--- src/rtl/sram_like_arbiter.sv ---
// rtl/sram_like_arbiter.sv - shares one sram-like bus port between the IF fetch and EXE data requesters
module sram_like_arbiter #(
  parameter int OT_DEPTH = 2,
  parameter int OT_AW    = 1
) (
  input  logic        clk,
  input  logic        reset,
  input  logic        inst_req,
  input  logic [31:0] inst_addr,
  output logic        inst_addr_ok,
  output logic        inst_data_ok,
  output logic [31:0] inst_rdata,
  input  logic        data_req,
  input  logic        data_wr,
  input  logic [1:0]  data_size,
  input  logic [3:0]  data_wstrb,
  input  logic [31:0] data_addr,
  input  logic [31:0] data_wdata,
  output logic        data_addr_ok,
  output logic        data_data_ok,
  output logic [31:0] data_rdata,
  input  logic        cancel,
  output logic        bus_req,
  output logic        bus_wr,
  output logic [1:0]  bus_size,
  output logic [3:0]  bus_wstrb,
  output logic [31:0] bus_addr,
  output logic [31:0] bus_wdata,
  input  logic        bus_addr_ok,
  input  logic        bus_data_ok,
  input  logic [31:0] bus_rdata
);

  typedef enum logic [1:0] {ARB_IDLE, ARB_HOLD_I, ARB_HOLD_D} arb_state_t;

  localparam logic [OT_AW:0] FULL_CNT = (OT_AW+1)'(OT_DEPTH);

  arb_state_t       state, state_nxt;
  logic             hold_wr;
  logic [1:0]       hold_size;
  logic [3:0]       hold_wstrb;
  logic [31:0]      hold_addr;
  logic [31:0]      hold_wdata;
  logic             orphan;
  logic             fifo_owner   [OT_DEPTH];
  logic             fifo_discard [OT_DEPTH];
  logic [OT_AW-1:0] rd_ptr, wr_ptr;
  logic [OT_AW:0]   count;

  logic             full, gnt_inst, gnt_data, req, latch;
  logic             wr;
  logic [1:0]       size;
  logic [3:0]       wstrb;
  logic [31:0]      addr, wdata;
  logic             push, pop, push_discard, head_owner, head_discard;

  assign full = (count == FULL_CNT);

  always_comb begin
    state_nxt = state;
    gnt_inst  = 1'b0;
    gnt_data  = 1'b0;
    req       = 1'b0;
    latch     = 1'b0;
    wr        = 1'b0;
    size      = 2'd0;
    wstrb     = 4'd0;
    addr      = 32'd0;
    wdata     = 32'd0;
    case (state)
      ARB_IDLE: begin
        // no pop-to-push bypass: a full FIFO blocks the grant even if a response pops this cycle
        if (!full) begin
          if (data_req) begin
            gnt_data = 1'b1;
            req      = 1'b1;
            wr       = data_wr;
            size     = data_size;
            wstrb    = data_wstrb;
            addr     = data_addr;
            wdata    = data_wdata;
          end else if (inst_req) begin
            gnt_inst = 1'b1;
            req      = 1'b1;
            size     = 2'd2;
            addr     = inst_addr;
          end
          if (req && !bus_addr_ok) begin
            latch     = 1'b1;
            state_nxt = gnt_data ? ARB_HOLD_D : ARB_HOLD_I;
          end
        end
      end
      ARB_HOLD_I, ARB_HOLD_D: begin
        gnt_inst = (state == ARB_HOLD_I);
        gnt_data = (state == ARB_HOLD_D);
        req      = 1'b1;
        wr       = hold_wr;
        size     = hold_size;
        wstrb    = hold_wstrb;
        addr     = hold_addr;
        wdata    = hold_wdata;
        if (bus_addr_ok) state_nxt = ARB_IDLE;
      end
      default: state_nxt = ARB_IDLE;
    endcase
  end

  assign bus_req   = reset & req;
  assign bus_wr    = reset & wr;
  assign bus_size  = reset ? size  : 2'd0;
  assign bus_wstrb = reset ? wstrb : 4'd0;
  assign bus_addr  = reset ? addr  : 32'd0;
  assign bus_wdata = reset ? wdata : 32'd0;

  assign push         = bus_req & bus_addr_ok;
  assign push_discard = gnt_inst & (cancel | orphan);
  assign inst_addr_ok = push & gnt_inst & ~orphan;
  assign data_addr_ok = push & gnt_data;

  assign head_owner   = fifo_owner[rd_ptr];
  assign head_discard = fifo_discard[rd_ptr];
  assign pop          = reset & bus_data_ok & (count != '0);
  assign inst_data_ok = pop & ~head_owner & ~head_discard;
  assign data_data_ok = pop & head_owner;
  assign inst_rdata   = inst_data_ok ? bus_rdata : 32'd0;
  assign data_rdata   = data_data_ok ? bus_rdata : 32'd0;

  always_ff @(posedge clk or negedge reset) begin
    if (!reset) begin
      state      <= ARB_IDLE;
      hold_wr    <= 1'b0;
      hold_size  <= 2'd0;
      hold_wstrb <= 4'd0;
      hold_addr  <= 32'd0;
      hold_wdata <= 32'd0;
      orphan     <= 1'b0;
    end else begin
      state <= state_nxt;
      if (latch) begin
        hold_wr    <= wr;
        hold_size  <= size;
        hold_wstrb <= wstrb;
        hold_addr  <= addr;
        hold_wdata <= wdata;
      end
      // a fetch flushed while still waiting for its address phase must not be acknowledged later
      if (state == ARB_HOLD_I && bus_addr_ok) orphan <= 1'b0;
      else if (state == ARB_HOLD_I && cancel) orphan <= 1'b1;
    end
  end

  always_ff @(posedge clk or negedge reset) begin
    if (!reset) begin
      rd_ptr <= '0;
      wr_ptr <= '0;
      count  <= '0;
      for (int i = 0; i < OT_DEPTH; i++) begin
        fifo_owner[i]   <= 1'b0;
        fifo_discard[i] <= 1'b0;
      end
    end else begin
      for (int i = 0; i < OT_DEPTH; i++) begin
        if (push && wr_ptr == OT_AW'(i)) begin
          fifo_owner[i]   <= gnt_data;
          fifo_discard[i] <= push_discard;
        end else if (cancel && !fifo_owner[i]) begin
          fifo_discard[i] <= 1'b1;
        end
      end
      if (push) wr_ptr <= wr_ptr + 1'b1;
      if (pop)  rd_ptr <= rd_ptr + 1'b1;
      case ({push, pop})
        2'b10:   count <= count + 1'b1;
        2'b01:   count <= count - 1'b1;
        default: count <= count;
      endcase
    end
  end

endmodule
--- config.mk ---
export PLATFORM = sky130hd
export DESIGN_NAME = sram_like_arbiter
export DESIGN_NICKNAME = d
export VERILOG_FILES = /design/src/rtl/sram_like_arbiter.sv
export SDC_FILE = /design/constraint.sdc
export NUM_CORES = 1
export LEC_CHECK = 0
export CAP_MARGIN = 5
export CORE_AREA = 4 4 106 108
export DETAILED_ROUTE_END_ITERATION = 12
export DIE_AREA = 0 0 110 112
export DONT_BUFFER_PORTS = 1
export GPL_ROUTABILITY_DRIVEN = 1
export GPL_TIMING_DRIVEN = 0
export PLACE_DENSITY = 0.6
export SLEW_MARGIN = 20
export SYNTH_ARGS = -nofsm -noshare
export SYNTH_HDL_FRONTEND = slang
export SYNTH_SLANG_ARGS = --single-unit
--- constraint.sdc ---
create_clock -name clk -period 2.75 [get_ports clk]
set_input_delay 0.4125 -clock clk [delete_from_list [all_inputs] [get_ports clk]]
set_output_delay 0.4125 -clock clk [all_outputs]
set_load 0.02 [all_outputs]
==> summary.md, run 1 <==
| Metric | Value |
|---|---|
| Data arrival time of the worst path | `2.29 ns` |
| Placed cells | `724` |
| CP Max Fanout | `10` |
| Final clock skew | `0.0109 ns` |
| Via density | `6.45` |
| Fmax | `371 MHz` |
| GRT Util Overall | `27.3%` |
| Num Clock Sinks | `82` |
| Max cap viols | `0` |
| Top-count cell post-synth | `dfrtp_1` |
| Worst-margin pin slew | `0.547 ns` |
| Reg area | `2050 µm²` |
| Placer congestion estimate | `0.865` |
| Worst Setup Start Kind | `flop` |
| RSZ-0062 raised after global routing | `true` |
| Non-Filler Cell Area, Final | `5830 µm²` |
| FF+latch count, synth | `82` |
| Slew Viols, Final | `0` |
| Wire per inst | `23.1 µm` |
| Yosys top cell by area | `dfrtp_1` |
| Maximum level of the CTS H-tree | `3` |
| Die area | `12300 µm²` |
| First-pass GRT wire length | `26.4 mm` |
| Syn_nets | `734` |
| Outcome | `finished, final reports clean` |
| Final hold violations | `0` |
| Sequential fraction of the synthesis area | `40.5%` |
| Syn-to-layout area delta | `14.9%` |
| Final Setup Violations | `0` |
| Clk root buf | `clkbuf_8` |
| Longest Clk Path Bufs | `2` |
| Synth Cell Area | `5070 µm²` |
| Filler cells | `927` |
| Antenna Diode Count | `0` |
| Initial DRC count | `508` |
| Post-DP HPWL | `12.5 mm` |
| Post-Layout Cell Count | `749` |
| Hold WC Path Type | `primary input to flop` |
| TritonCTS Buffers | `9` |
| Hold slack final | `0.258 ns` |
| # nets final | `755` |
| Worst slew margin | `63.6%` |
| Final min period | `2.70 ns` |
| Peak supply drop | `0.000458 V` |
| Worst path required time | `2.34 ns` |
| Mean Syn Cell Area | `8.63 µm²` |
| Via count | `4834` |
| CTS tree | `built` |
| Tcrit/Tclk final | `98.1%` |
| Initial antenna violation count | `0` |
| Post-Syn Instances | `588` |
| Vias in the first global route | `4721` |
| Main synth FF type | `dfrtp_1` |
| Core footprint | `10200 µm²` |
| Drt drc | `0` |
| Number of detailed-route iterations in the first pass | `5` |
| Leak | `2.34 nW` |
| Die X | `110 µm` |
| Post-synth cell types | `39` |
| Routed WL | `17.3 mm` |
| Initial Utilization | `49.6%` |
| DP Area | `5240 µm²` |
| Clock Pin Slew Worst Setup and Hold Paths | `0.08 ns` |
| Async SR Flop Fraction | `100%` |
| Worst setup EP type | `output port` |
| Layout cells sized above 1 | `22.7%` |
| Area contributors post-synth | `dfrtp_1 (40%), and2_1 (7.9%), a32oi_1 (6.6%)` |
| Rows | `37` |
| Worst skew pair latency | `0.36 ns` |
| Tot Pwr | `7.02 mW` |
| Power per Cell Area | `1200 nW/µm²` |
| Top-area cell type share of the netlist area | `40.5%` |
| Largest net degree at the start of global routing | `83` |
| Commonest cells post-synth | `dfrtp_1 (82), nor2_1 (75), nand2_1 (74), and2_1 (64), o21ai_1 (63)` |
| ANT nets after route | `0` |
| Die Span Y | `112 µm` |
| CP Class | `flop to output port` |
| YS warnings | `0` |
| Area of the multi-input gates | `2900 µm²` |
| EDFF count, synth | `0` |
| Total grt overflow | `0` |
| Io pins | `282` |
| Port bufs | `0` |
==> registers in the layout (all words and copies together), names as in the netlist <==
register	cells
fifo_owner	2
hold_wr	1
hold_wdata	32
wr_ptr	1
hold_wstrb	4
hold_size	2
rd_ptr	1
orphan	1
count	2
fifo_discard	2
hold_addr	32
state	2
==> routing by layer <==
layer  GRT usage [%]  wire length, µm
met1            35.5             6730
met2            44.7             8810
met3            7.07             1440
met4            7.40              312
met5               0                0
==> timing repair <==
action                                 in CTS  in global routing
buffers inserted                            3                  6
setup endpoints to repair                  74                 88
pin swaps                                   4                 11
resized for setup                          66                 36
hold buffers                                2                  0
endpoints found under the hold margin      82                  0
==> cell type report <==
cell class                 count  share of cell area (%)
inverter                       5                   0.322
clock buffer                   9                    2.12
tap                          136                    2.92
multi-input combinational    440                    49.7
clock inverter                 6                    1.97
timing repair buffer          11                    1.80
sequential                    82                    35.2
buffer                        60                    5.94
==> where the power goes <==
| part | total (mW) | internal [mW] | switching, mW |
|---|---|---|---|
| Clock | 1.08 | 0.603 | 0.472 |
| Sequential | 2.15 | 1.75 | 0.408 |
| Combinational | 3.79 | 1.33 | 2.47 |
==> cells in the final DEF, fill, tap and decap left out, types with 2 or more instances in the layout <==
cell	count
a21oi_1	5
a222oi_1	32
a22oi_1	37
a32oi_1	38
and2_1	64
buf_2	9
buf_4	18
buf_6	8
bufinv_16	3
clkbuf_1	23
clkbuf_2	10
clkbuf_8	9
dfrtp_1	81
ha_1	3
inv_1	3
inv_2	2
mux2_2	4
mux2i_1	6
nand2_1	74
nand2b_1	2
nor2_1	17
nor2_2	54
nor2_4	5
nor2b_2	2
nor3_1	2
nor4b_2	2
o21ai_0	8
o21ai_1	63
o22ai_1	2
o31ai_1	2
xnor2_1	4
==> through the flow <==
stage          TNS (ns)  setup slack (ns)  util (%)
4_1_cts               0           0.00148      55.8
5_1_grt          -0.801           -0.0740      57.0
3_3_place_gp     -0.866            -0.143      51.2
2_1_floorplan         0             0.393         -
3_5_place_dp     -0.962            -0.144      51.2
6_report              0            0.0516      57.0
==> critical path: stages, from the launching register on <==
cell	delay [ns]
dfrtp_2	0.47
ha_1	0.29
nand2b_1	0.21
clkbuf_2	0.29
clkbuf_2	0.30
nor2_1	0.37
==> path summary, 6_finish.rpt <==
check,from,end,slack (ns),cells past startpoint
min reg2reg,hold_addr[16],hold_addr[16],0.50,2
max,state[0],bus_addr[18],0.05,5
min,cancel,fifo_discard[0],0.26,2
min in group asynchronous,reset,hold_wdata[26],0.69,2
max in group asynchronous,reset,state[0],1.72,2
max reg2reg,state[0],count[1],0.57,8
==> cells by family (layout without fill, tap and decap cells) <==
group / after synthesis / count (layout) / share of synthesized area [%]
AO/OA/AOI/OAI: 191 / 191 / 27.1
XOR/XNOR: 5 / 5 / 0.863
adder cells (fa/ha/maj): 4 / 4 / 0.987
buffers and inverters: 66 / 91 / 6.54
flip-flops: 82 / 82 / 40.5
multiplexers: 10 / 10 / 2.07
AND/OR/NAND/NOR: 230 / 230 / 22.0
No activity file was read; power rests on OpenSTA's default activity.
==> run 2, diff against run 1 <==
--- a/config.mk
+++ b/config.mk
@@ -6,13 +6,13 @@
 export NUM_CORES = 1
 export LEC_CHECK = 0
 export CAP_MARGIN = 5
-export CORE_AREA = 4 4 106 108
+export CORE_AREA = 4 4 107 109
 export DETAILED_ROUTE_END_ITERATION = 12
-export DIE_AREA = 0 0 110 112
+export DIE_AREA = 0 0 111 113
 export DONT_BUFFER_PORTS = 1
 export GPL_ROUTABILITY_DRIVEN = 1
 export GPL_TIMING_DRIVEN = 0
-export PLACE_DENSITY = 0.6
+export PLACE_DENSITY = 0.59
 export SLEW_MARGIN = 20
 export SYNTH_ARGS = -nofsm -noshare
 export SYNTH_HDL_FRONTEND = slang
==> run 2 against run 1 <==
  * Register-to-register slack worse by 0.03 ns
  * Global-route usage decreased by 1.5 points
  * First-iteration DRC count is 8.1% higher
  * Count of clock-buffer cells in the layout stayed put
  * Cell count is 0.13% higher
  * Largest cell class unchanged
  * Critical path depth is the same
  * Worst setup slack got worse by 0.013 ns
  * Core utilization decreased by 2.5 points
==> summary.md, run 2 (same netlist as run 1, synthesis figures left out) <==
| Metric | Value |
|---|---|
| # nets final | `751` |
| Clk root buf | `clkbuf_8` |
| Vias in the first global route | `4834` |
| Leak | `2.32 nW` |
| GRT Util Overall | `25.8%` |
| Placer congestion estimate | `0.799` |
| Hold WC Path Type | `primary input to flop` |
| RSZ-0062 raised after global routing | `true` |
| Pre-CTS setup slack | `-0.179 ns` |
| Fmax | `369 MHz` |
| CP Class | `flop to output port` |
| Rows | `38` |
| Worst-margin pin slew | `0.572 ns` |
| Die area | `12500 µm²` |
| Most frequent cells in the layout | `dfrtp_1 (81), nand2_1 (74), and2_1 (64)` |
| Drt drc | `0` |
| ANT nets after route | `0` |
| Data arrival time of the worst path | `2.30 ns` |
| Worst setup EP type | `output port` |
| Buf/Inv on CP | `2` |
| Slew Viols, Final | `0` |
| Via count | `4785` |
| Routed WL | `16.7 mm` |
| Final hold violations | `0` |
| Wire per inst | `22.3 µm` |
| Critical Path, Cell by Cell | `ha_1, nand2b_1, clkbuf_2, clkbuf_1, nor2_1` |
| Longest Clk Path Bufs | `2` |
| Worst path required time | `2.34 ns` |
| Tcrit/Tclk final | `98.6%` |
| Power per Cell Area | `1190 nW/µm²` |
| Worst slew margin | `61.9%` |
| Core footprint | `10600 µm²` |
| Initial DRC count | `549` |
| Clock Pin Slew Worst Setup and Hold Paths | `0.09 ns` |
| Syn-to-layout area delta | `13.8%` |
| Max cap viols | `0` |
| Total grt overflow | `0` |
| Final Setup Violations | `0` |
| Largest net degree at the start of global routing | `83` |
| Initial Utilization | `47.8%` |
| Commonest non-fill, non-tap cell in the layout | `dfrtp_1` |
| Post-route setup slack | `0.0388 ns` |
| CTS tree | `built` |
| Largest regs | `hold_addr (32), hold_wdata (32), hold_wstrb (4)` |
| CP max-delay cell | `dfrtp_2` |
| Antenna Diode Count | `0` |
| Initial antenna violation count | `2` |
| Slowest stage delay, CP | `0.46 ns` |
| Layout cells sized above 1 | `22.5%` |
| Io pins | `282` |
| TritonCTS Buffers | `9` |
| Number of detailed-route iterations in the first pass | `7` |
| Post-DP HPWL | `12.0 mm` |
| Outcome | `finished, final reports clean` |
| Via density | `6.38` |
| Die Span Y | `113 µm` |
| CP Max Fanout | `10` |
| Num Clock Sinks | `82` |
| Hold slack final | `0.235 ns` |
| Final min period | `2.71 ns` |
| First-pass GRT wire length | `26.3 mm` |
| Worst skew pair latency | `0.36 ns` |
| Final clock skew | `0.0171 ns` |
| Maximum level of the CTS H-tree | `3` |
| Die X | `111 µm` |
| Family with the most delay on the worst path | `simple AND/OR/NAND/NOR gates` |
| Port bufs | `0` |
| Worst Setup Start Kind | `flop` |
| Filler cells | `1005` |
| Peak supply drop | `0.000554 V` |
==> run 2: where the power goes <==
part,switching [mW],total [mW],internal (mW)
Clock,0.507,1.04,0.528
Combinational,2.43,3.71,1.28
Sequential,0.414,2.16,1.75
==> run 2: worst paths after layout <==
path	depth (start not counted)	start	to	slack (ns)
setup reg to reg	8	state[0]	count[1]	0.54
hold reg to reg	2	hold_addr[31]	hold_addr[31]	0.49
hold / removal	2	cancel	orphan	0.23
setup / recovery	5	state[0]	bus_addr[30]	0.04
max in group asynchronous	2	reset	state[0]	1.80
min in group asynchronous	2	reset	hold_wdata[14]	0.58
==> run 2: through the flow <==
step	instances	power, mW	setup TNS, ns	area, µm²	util (%)
floorplan	588	4.81	0	5070	-
global placement	728	5.48	-1.21	5250	49.5
detailed placement	728	5.56	-1.34	5250	49.5
CTS	748	6.82	0	5680	53.6
global route	750	7.45	-0.360	5770	54.5
finish	750	6.90	0	5770	54.5
==> run 2: area by class of cell <==
cell class	instances	area [µm²]	share of cell area, %
buffer	61	347	6.00
inverter	5	18.8	0.325
tap	140	175	3.03
timing repair buffer	6	67.6	1.17
sequential	82	2050	35.6
clock buffer	9	124	2.15
multi-input combinational	440	2880	49.9
clock inverter	7	105	1.82
==> run 2: timing repair <==
| item | CTS | global route |
|---|---|---|
| endpoints found under the setup margin | 74 | 79 |
| pin swaps | 3 | 6 |
| buffers inserted | 2 | 2 |
| hold buffers | 2 | 0 |
| endpoints found under the hold margin | 82 | 0 |
| gates resized for setup | 59 | 41 |
==> run 2: routing by layer <==
metal | track usage [%] | share of wire, % | vias up
li1 | - | - | 2185
met4 | 6.81 | 1.6 | 4
met2 | 42.1 | 50 | 233
met5 | 0 | 0.16 | -
met3 | 7.17 | 8.8 | 23
met1 | 34.2 | 40 | 2340
==> run 3, diff against run 2 <==
--- a/config.mk
+++ b/config.mk
@@ -6,13 +6,15 @@
 export NUM_CORES = 1
 export LEC_CHECK = 0
 export CAP_MARGIN = 5
-export CORE_AREA = 4 4 107 109
+export CELL_PAD_IN_SITES_DETAIL_PLACEMENT = 1
+export CELL_PAD_IN_SITES_GLOBAL_PLACEMENT = 1
+export CORE_MARGIN = 4
+export CORE_UTILIZATION = 45
 export DETAILED_ROUTE_END_ITERATION = 12
-export DIE_AREA = 0 0 111 113
 export DONT_BUFFER_PORTS = 1
 export GPL_ROUTABILITY_DRIVEN = 1
 export GPL_TIMING_DRIVEN = 0
-export PLACE_DENSITY = 0.59
+export PLACE_DENSITY = 0.76
 export SLEW_MARGIN = 20
 export SYNTH_ARGS = -nofsm -noshare
 export SYNTH_HDL_FRONTEND = slang
==> run 3 against run 2 <==
  * Sequential share of layout area fell by 0.22 points
  * Cell area rose by 0.63%
  * Maximum frequency rose by 0.30%
  * Cell count rose by 0.53%
  * Worst setup slack improved by 0.0080 ns
  * Total power rose by 2.6%
  * Combinational power rose by 2%
  * First-iteration DRC count fell by 19%
  * Register-to-register slack got worse by 0.13 ns
  * Die area rose by 3.9%
  * Critical path depth did not move
  * Wire length rose by 9.8%
  * Critical endpoint is now bus_addr[10]
  * Largest power group unchanged
==> summary.md, run 3 (same netlist as run 1, synthesis figures left out) <==
| Metric | Value |
|---|---|
| Reg-to-Reg Start | `state[0]` |
| Commonest non-fill, non-tap cell in the layout | `dfrtp_1` |
| Fin Setup TNS | `0 ns` |
| Largest net degree at the start of global routing | `83` |
| Routed WL | `18.4 mm` |
| Via density | `6.45` |
| Number of detailed-route iterations in the first pass | `9` |
| Worst-margin pin slew | `0.595 ns` |
| Port bufs | `0` |
| Final Setup Violations | `0` |
| TritonCTS Buffers | `9` |
| Worst Setup Start Kind | `flop` |
| Clk root buf | `clkbuf_16` |
| Syn-to-layout area delta | `14.6%` |
| First-pass GRT wire length | `28.4 mm` |
| Layout cells sized above 1 | `20.1%` |
| Power per Cell Area | `1220 nW/µm²` |
| Fmax | `370 MHz` |
| Worst slew margin | `60.3%` |
| Die area | `13000 µm²` |
| Drt drc | `0` |
| Critical Path, Cell by Cell | `ha_1, nand2b_1, clkbuf_2, clkbuf_1, nor2_1` |
| RSZ-0062 raised after global routing | `true` |
| Hold Crit Depth | `2` |
| Core footprint | `10900 µm²` |
| Die Span Y | `114 µm` |
| CP max-delay cell | `dfrtp_2` |
| Outcome | `finished, final reports clean` |
| Hold Path Sink | `orphan` |
| Slew Viols, Final | `0` |
| CP Max Fanout | `10` |
| Final hold violations | `0` |
| Worst path required time | `2.34 ns` |
| Rows | `38` |
| Data arrival time of the worst path | `2.29 ns` |
| Family with the most delay on the worst path | `simple AND/OR/NAND/NOR gates` |
| Hold Startpoint | `cancel` |
| Buf/Inv on CP | `2` |
| Slowest stage delay, CP | `0.45 ns` |
| Initial Utilization | `46.4%` |
| RR Endpoint | `count[1]` |
| Tot Pwr | `7.08 mW` |
| Vias in the first global route | `5127` |
| CP Class | `flop to output port` |
| Largest regs | `hold_addr (32), hold_wdata (32), hold_wstrb (4)` |
| CTS tree | `built` |
| R2r setup slk | `0.41 ns` |
| Peak supply drop | `0.000481 V` |
| Worst setup EP type | `output port` |
| Placer congestion estimate | `0.777` |
| Maximum level of the CTS H-tree | `3` |
| Clock Pin Slew Worst Setup and Hold Paths | `0.06 ns` |
| Final clock skew | `0.00825 ns` |
| Tcrit/Tclk final | `98.3%` |
| Post-layout util | `53.1%` |
| Initial antenna violation count | `0` |
| Hold WC Path Type | `primary input to flop` |
| Post-DP HPWL | `13.3 mm` |
| Wire per inst | `24.4 µm` |
| Worst skew pair latency | `0.34 ns` |
| Initial DRC count | `445` |
| GRT Util Overall | `27.4%` |
| Longest Clk Path Bufs | `2` |
| Final min period | `2.70 ns` |
| Num Clock Sinks | `82` |
| Io pins | `282` |
| ANT nets after route | `0` |
| Die X | `114 µm` |
| Path depth of the worst reg2reg path | `8` |
| Total grt overflow | `0` |
| Via count | `4860` |
| Max cap viols | `0` |
| Most frequent cells in the layout | `dfrtp_1 (81), nand2_1 (74), and2_1 (64)` |
| # nets final | `754` |
| Leak | `2.34 nW` |
| Filler cells | `1284` |
-- run 3: how the worst max path moves through the flow --
stage	from	to	slack [ns]	cells after the start
3_5_place_dp	state[0]	bus_wdata[30]	-0.26	7
2_1_floorplan	state[0]	bus_wdata[30]	0.39	7
5_1_grt	state[0]	bus_addr[10]	-0.07	5
6_report	state[0]	bus_addr[10]	0.05	5
3_3_place_gp	state[0]	bus_wdata[30]	-0.22	7
4_1_cts	state[1]	bus_wdata[31]	-0.02	7
-- run 3: area by class of cell --
| cell class | count | area, µm² | share of cell area (%) |
|---|---|---|---|
| diodes | 1 | 2.50 | 0.0431 |
| plain buffers | 61 | 345 | 5.94 |
| clock buffers | 14 | 254 | 4.37 |
| clock inverters | 2 | 12.5 | 0.215 |
| inverters | 5 | 18.8 | 0.323 |
| multi-input cells | 440 | 2860 | 49.2 |
| flip-flops and latches | 82 | 2050 | 35.3 |
| well taps | 140 | 175 | 3.01 |
| repair buffers | 9 | 90.1 | 1.55 |
-- run 3: timing repair --
| action | CTS | global route |
|---|---|---|
| pin swaps | 4 | 11 |
| endpoints found under the hold margin | 82 | 0 |
| setup buffers | 3 | 4 |
| hold buffers | 2 | 0 |
| setup endpoints to repair | 74 | 81 |
| gates resized for setup | 58 | 25 |
-- run 3: report_power, final --
part	internal, mW	switching [mW]
registers	1.75	0.417
logic	1.30	2.50
clock network	0.637	0.480
total	3.68	3.40
-- run 3: metal layers --
metal,global-route usage (%),up-vias,routed length (µm)
li1,-,2201,-
met1,35.0,2440,7450
met3,7.93,24,1500
met2,44.6,195,9060
met4,9.03,0,357
met5,0,-,0
-- run 3: worst reg2reg max path, cell delays in order, from the launching register on --
cell and delay [ns]:
dfrtp_2 0.45, inv_1 0.18, ha_4 0.25, a31oi_1 0.42, or3b_1 0.21, buf_2 0.18
ha_1 0.28, nor2_1 0.14, xor2_1 0.16
-- run 3: metrics by stage --
step	hold WS (ns)	setup WS, ns	instance area [µm²]	cells
finish	0.270	0.0468	5810	754
floorplan	0.117	0.393	5070	588
detailed placement	0.119	-0.257	5250	728
global route	0.288	-0.0732	5810	753
CTS	0.257	-0.0198	5720	749
global placement	0.119	-0.223	5250	728
